===== src/rtl/multicycle_alu.sv =====
// multicycle_alu: 32-bit execution unit with single-cycle add/sub/logic ops
// and iterative one-bit-per-cycle shifts, behind a start/busy/done handshake.
//
// Ports:
//   clk_i      clock, all state updates on the rising edge
//   rst_i      synchronous active-high reset
//   start_i    request; latches ALUCtrl_i, data1_i, data2_i when idle or done
//   ALUCtrl_i  000 add, 001 sub, 010 and, 011 or, 100 xor, 101 sll, 110 sra, 111 srl
//   data1_i    operand A (value to shift)
//   data2_i    operand B (bits [4:0] are the shift amount)
//   busy_o     operation in flight (EXEC or SHIFT)
//   done_o     one-cycle pulse when data_o/zero_o are newly updated
//   data_o     result register
//   zero_o     data_o == 0, registered with data_o
module multicycle_alu #(
    parameter int unsigned WIDTH = 32
) (
    input  logic             clk_i,
    input  logic             rst_i,
    input  logic             start_i,
    input  logic [2:0]       ALUCtrl_i,
    input  logic [WIDTH-1:0] data1_i,
    input  logic [WIDTH-1:0] data2_i,
    output logic             busy_o,
    output logic             done_o,
    output logic [WIDTH-1:0] data_o,
    output logic             zero_o
);

    localparam int unsigned CNT_W = 5;

    localparam logic [2:0] OP_ADD = 3'b000;
    localparam logic [2:0] OP_SUB = 3'b001;
    localparam logic [2:0] OP_AND = 3'b010;
    localparam logic [2:0] OP_OR  = 3'b011;
    localparam logic [2:0] OP_XOR = 3'b100;
    localparam logic [2:0] OP_SLL = 3'b101;
    localparam logic [2:0] OP_SRA = 3'b110;
    localparam logic [2:0] OP_SRL = 3'b111;

    typedef enum logic [1:0] {
        S_IDLE,
        S_EXEC,
        S_SHIFT,
        S_DONE
    } state_t;

    state_t             state, state_nxt;
    logic [2:0]         op, op_nxt;
    logic [WIDTH-1:0]   a, a_nxt;
    logic [WIDTH-1:0]   b, b_nxt;
    logic [CNT_W-1:0]   cnt, cnt_nxt;
    logic [WIDTH-1:0]   work, work_nxt;
    logic [WIDTH-1:0]   data_nxt;
    logic               zero_nxt;
    logic               busy_nxt;
    logic               done_nxt;
    logic               accept;
    logic [WIDTH-1:0]   alu_res;

    // Single-cycle result from the latched operands
    always_comb begin
        alu_res = '0;
        case (op)
            OP_ADD:  alu_res = a + b;
            OP_SUB:  alu_res = a - b;
            OP_AND:  alu_res = a & b;
            OP_OR:   alu_res = a | b;
            OP_XOR:  alu_res = a ^ b;
            default: alu_res = '0;
        endcase
    end

    // Next-state and datapath updates
    always_comb begin
        state_nxt = state;
        op_nxt    = op;
        a_nxt     = a;
        b_nxt     = b;
        cnt_nxt   = cnt;
        work_nxt  = work;
        data_nxt  = data_o;
        zero_nxt  = zero_o;
        accept    = start_i && ((state == S_IDLE) || (state == S_DONE));

        case (state)
            S_EXEC: begin
                data_nxt  = alu_res;
                zero_nxt  = (alu_res == '0);
                state_nxt = S_DONE;
            end
            S_SHIFT: begin
                if (cnt != '0) begin
                    cnt_nxt = cnt - CNT_W'(1);
                    case (op)
                        OP_SLL:  work_nxt = {work[WIDTH-2:0], 1'b0};
                        OP_SRA:  work_nxt = {a[WIDTH-1], work[WIDTH-1:1]};
                        default: work_nxt = {1'b0, work[WIDTH-1:1]};
                    endcase
                end else begin
                    data_nxt  = work;
                    zero_nxt  = (work == '0);
                    state_nxt = S_DONE;
                end
            end
            S_DONE:  state_nxt = S_IDLE;
            default: state_nxt = S_IDLE;
        endcase

        // Accept overrides the IDLE/DONE default so DONE overlaps the next request
        if (accept) begin
            op_nxt   = ALUCtrl_i;
            a_nxt    = data1_i;
            b_nxt    = data2_i;
            cnt_nxt  = data2_i[CNT_W-1:0];
            work_nxt = data1_i;
            state_nxt = (ALUCtrl_i == OP_SLL || ALUCtrl_i == OP_SRA || ALUCtrl_i == OP_SRL)
                        ? S_SHIFT : S_EXEC;
        end

        busy_nxt = (state_nxt == S_EXEC) || (state_nxt == S_SHIFT);
        done_nxt = (state_nxt == S_DONE);
    end

    // State and output registers
    always_ff @(posedge clk_i) begin
        if (rst_i) begin
            state  <= S_IDLE;
            op     <= '0;
            a      <= '0;
            b      <= '0;
            cnt    <= '0;
            work   <= '0;
            data_o <= '0;
            zero_o <= 1'b1;
            busy_o <= 1'b0;
            done_o <= 1'b0;
        end else begin
            state  <= state_nxt;
            op     <= op_nxt;
            a      <= a_nxt;
            b      <= b_nxt;
            cnt    <= cnt_nxt;
            work   <= work_nxt;
            data_o <= data_nxt;
            zero_o <= zero_nxt;
            busy_o <= busy_nxt;
            done_o <= done_nxt;
        end
    end

endmodule


===== config.mk =====
export PLATFORM = sky130hd
export DESIGN_NAME = multicycle_alu
export DESIGN_NICKNAME = d
export VERILOG_FILES = /design/src/rtl/multicycle_alu.sv
export SDC_FILE = /design/constraint.sdc
export NUM_CORES = 1
export LEC_CHECK = 0
export BUFFER_PORTS_ARGS = -buffer_cell sky130_fd_sc_hd__buf_2
export CORE_MARGIN = 8
export CORE_UTILIZATION = 45
export DETAILED_ROUTE_END_ITERATION = 10
export GPL_ROUTABILITY_DRIVEN = 0
export GPL_TIMING_DRIVEN = 0
export SLEW_MARGIN = 20
export SYNTH_ARGS = -nofsm -noshare
export SYNTH_HDL_FRONTEND = slang
export SYNTH_SLANG_ARGS = --single-unit

===== constraint.sdc =====
create_clock -name clk_i -period 9.81 [get_ports clk_i]
set_input_delay 0.981 -clock clk_i [delete_from_list [all_inputs] [get_ports clk_i]]
set_output_delay 0.981 -clock clk_i [all_outputs]
set_load 0.005 [all_outputs]

==> out/qor.yml <==
worstSetupPathType: "flop to flop"
critPathCaptureType: "flop"
iteration_count_of_the_initial_detailed_routing_pass: 5
post_cts_buffers: 0
leakagePower_nw: 4.81
report.final.setup_viol: 0
aggregate_routed_wire_length_um: 39000
multi_input_area_um2: 6900
timing.setup.tns_ps: 0
post-synth-top-area-fraction_pct: 27.0
status: "completed"
synth_nets: 1626
place.detailed.hpwl_um: 30500
clock_tree.root_cell: "sky130_fd_sc_hd__clkbuf_16"
viasPerCell: 5.95
critical_path_arrival_ps: 6720
top_flip_flop_cell_by_instance_count_after_synthesis: "sky130_fd_sc_hd__dfxtp_1"
cts_tree: "yes"
cp_slowest_cell: "sky130_fd_sc_hd__nor2b_1"
fillCellCount: 2311
drtAntennaViolNets: 0
nets: 1748
floorplan.die.width_um: 168
start_util_pct: 46.0
row_count: 55
vias_in_the_first_global_route: 10715
synth_enable_flop_cells: 0
cts.path.max_buffers: 2
cts.repair.resized: 0
yosys.cell_count.top_type: "sky130_fd_sc_hd__nand2_1"
design.die.area_um2: 28300
grt_start_max_net_pins: 17
yosysTopAreaCell: "sky130_fd_sc_hd__dfxtp_1"
hold_path_class: "flop to flop"
initialDrtViolationCount: 958
area_growth_syn_to_fin_pct: 14.3
max-vdd-ir-drop_mv: 0.127
cp-start-kind: "flop"
synth_cells: 1455
placed_cells: 1843
core_region_area_um2: 22700
synth_top_cells_by_count: "sky130_fd_sc_hd__nand2_1, sky130_fd_sc_hd__a21oi_1, sky130_fd_sc_hd__dfxtp_1, sky130_fd_sc_hd__ha_1, sky130_fd_sc_hd__inv_1"
worstPathMaxFanout: 10
synth.area.top_cells: "sky130_fd_sc_hd__dfxtp_1, sky130_fd_sc_hd__ha_1, sky130_fd_sc_hd__nand2_1"
final_max_slew_viol_count: 0
die_h_um: 168
worstSkewPairLatency_ps: 440
placement.io_buffers: 103
diodes: 0
synth_seq_area_share_pct: 27.0
max_slew_margin_pct: 36.2
synth_area_um2: 10400
hold_slack_ps: 455
detailroute.via_count: 11147
clock_tree.htree_level_count: 4
cts.hold.buffers_added: 0
clock_skew_ps: 22.6
global_route.overflow_total: 0
grt_first_pass_wirelength_um: 60000
final_period_minus_worst_setup_slack_ps: 6340
grt_use_total_pct: 26.9
instances_no_fill: 1875
syn_area_per_cell_um2: 7.18
synth_seq_cells: 141
cp_data_required_time_ps: 10200
critical_path_buf_inv_count: 4
powerDensity_nw_per_um2: 216
clkSlewWorstSetupHoldPaths_ps: 80
rsz0062_at_grt: "false"
cp_cell_sequence: "buf_2 -> nor2b_1 -> clkbuf_1 -> nor2b_1 -> clkbuf_1 -> a21oi_1 -> xnor2_1 -> ha_1 -> buf_2 -> nand2_1 -> nor3_1 -> o211ai_1 -> a31oi_1 -> a31oi_1 -> xnor2_1 -> a222oi_1 -> nand4_1 -> a2111oi_2 -> a311o_1"
post-route-period-util_pct: 64.6
critical_path.top_delay_family: "compound AO/OA/AOI/OAI gates"
detail_route.drc_violations: 0
worst_pin_slew_ps: 956
drive_above_1_share_pct: 10.5
critPathMaxStageDelay_ps: 820
seqCellArea_um2: 2820
routedWlPerCell_um: 20.8
max_cap_violations: 0
yosysUniqueCellTypes: 71
cts_made_buffers: 17
achievable-frequency_mhz: 158
ys_async_sr_fraction_pct: 0
yosysWarningCount: 0
grt_antenna_before_repair: 0
cts.sinks: 141
pin_count: 105
hold_viol_final: 0
-- tightest hold or removal path, delay by kind of cell (launching register included) --
family | cells | cell delay [ps]
and+or+nand+nor | 1 | 50
DFF | 1 | 310
AOI/OAI and AO/OA | 1 | 50
-- logic make-up (layout without fill, tap and decap cells) --
| kind of cell | after synthesis | in the layout | synth area share, % |
|---|---|---|---|
| AO/OA/AOI/OAI | 425 | 425 | 25.2 |
| XOR/XNOR | 46 | 46 | 3.86 |
| buffers and inverters | 184 | 319 | 6.87 |
| adder cells (fa/ha/maj) | 101 | 101 | 12.2 |
| flip-flops | 141 | 141 | 27.0 |
| multiplexers | 20 | 20 | 1.92 |
| AND/OR/NAND/NOR | 538 | 538 | 22.9 |
-- worst paths after layout --
check        slack, ps        from  depth (start not counted)          to
min                460  data_o[15]                          2  data_o[15]
max reg2reg       3470       op[1]                         19      zero_o
max               3470       op[1]                         19      zero_o
min reg2reg        460  data_o[15]                          2  data_o[15]
-- metal layers --
metal  GRT usage [%]  routed length [um]  share of wire [%]
met5               0                   0                  0
met4            9.78                1210                3.1
met3            6.03                3450                8.8
met2            43.1               17400                 45
met1            34.9               17000                 44
-- state kept, by name, indices dropped and copies added (netlist names) --
register and flops:
op 3, work 32, state 2, done_o 1, busy_o 1, b 32, a 32, zero_o 1
data_o 32, cnt 5
-- area by class of cell --
type	instances	area share, %
Multi-Input combinational cell	1130	57.8
Tap cell	285	2.99
Timing Repair Buffer	103	4.32
Clock buffer	17	3.56
Sequential cell	141	23.7
Clock inverter	15	1.64
Buffer	97	3.27
Inverter	87	2.74
-- report_power, final --
part	total, mW	internal [mW]	switching (mW)
registers	0.733	0.647	0.0855
logic	1.14	0.395	0.740
clock network	0.709	0.390	0.318
total	2.58	1.43	1.14
-- placed cells by master (no fill, tap or decap), types with 4 or more instances in the layout --
| master | count |
|---|---|
| sky130_fd_sc_hd__nor2_1 | 80 |
| sky130_fd_sc_hd__nand3b_1 | 4 |
| sky130_fd_sc_hd__inv_1 | 87 |
| sky130_fd_sc_hd__o211ai_1 | 46 |
| sky130_fd_sc_hd__nand3_1 | 75 |
| sky130_fd_sc_hd__a22oi_1 | 6 |
| sky130_fd_sc_hd__nor2b_1 | 8 |
| sky130_fd_sc_hd__clkbuf_16 | 17 |
| sky130_fd_sc_hd__ha_1 | 100 |
| sky130_fd_sc_hd__o21bai_1 | 5 |
| sky130_fd_sc_hd__nand2_1 | 279 |
| sky130_fd_sc_hd__or3_1 | 7 |
| sky130_fd_sc_hd__and3_1 | 8 |
| sky130_fd_sc_hd__nor4_1 | 16 |
| sky130_fd_sc_hd__mux2i_1 | 20 |
| sky130_fd_sc_hd__buf_2 | 115 |
| sky130_fd_sc_hd__a21oi_1 | 188 |
| sky130_fd_sc_hd__o21ai_0 | 69 |
| sky130_fd_sc_hd__buf_1 | 13 |
| sky130_fd_sc_hd__a21o_1 | 16 |
| sky130_fd_sc_hd__o21a_1 | 8 |
| sky130_fd_sc_hd__inv_6 | 4 |
| sky130_fd_sc_hd__inv_8 | 4 |
| sky130_fd_sc_hd__dfxtp_1 | 141 |
| sky130_fd_sc_hd__nand2b_1 | 9 |
| sky130_fd_sc_hd__clkbuf_1 | 70 |
| sky130_fd_sc_hd__nor3_1 | 20 |
| sky130_fd_sc_hd__o31ai_1 | 7 |
| sky130_fd_sc_hd__a221oi_1 | 5 |
| sky130_fd_sc_hd__a211oi_1 | 21 |
| sky130_fd_sc_hd__xnor2_1 | 43 |
| sky130_fd_sc_hd__a31oi_1 | 14 |
| sky130_fd_sc_hd__nand4_1 | 14 |
-- metrics by stage --
step	util (%)	instance area (um^2)	power, mW	setup WS, ps
after floorplan	-	10400	1.48	5780
final	52.6	11900	2.58	3470
after detailed placement	49.8	11300	1.84	3760
after CTS	52.6	11900	2.55	3740
after global routing	52.6	11900	2.71	3300
after global placement	49.8	11300	1.83	3760
No activity file was read; power rests on OpenSTA's default activity.
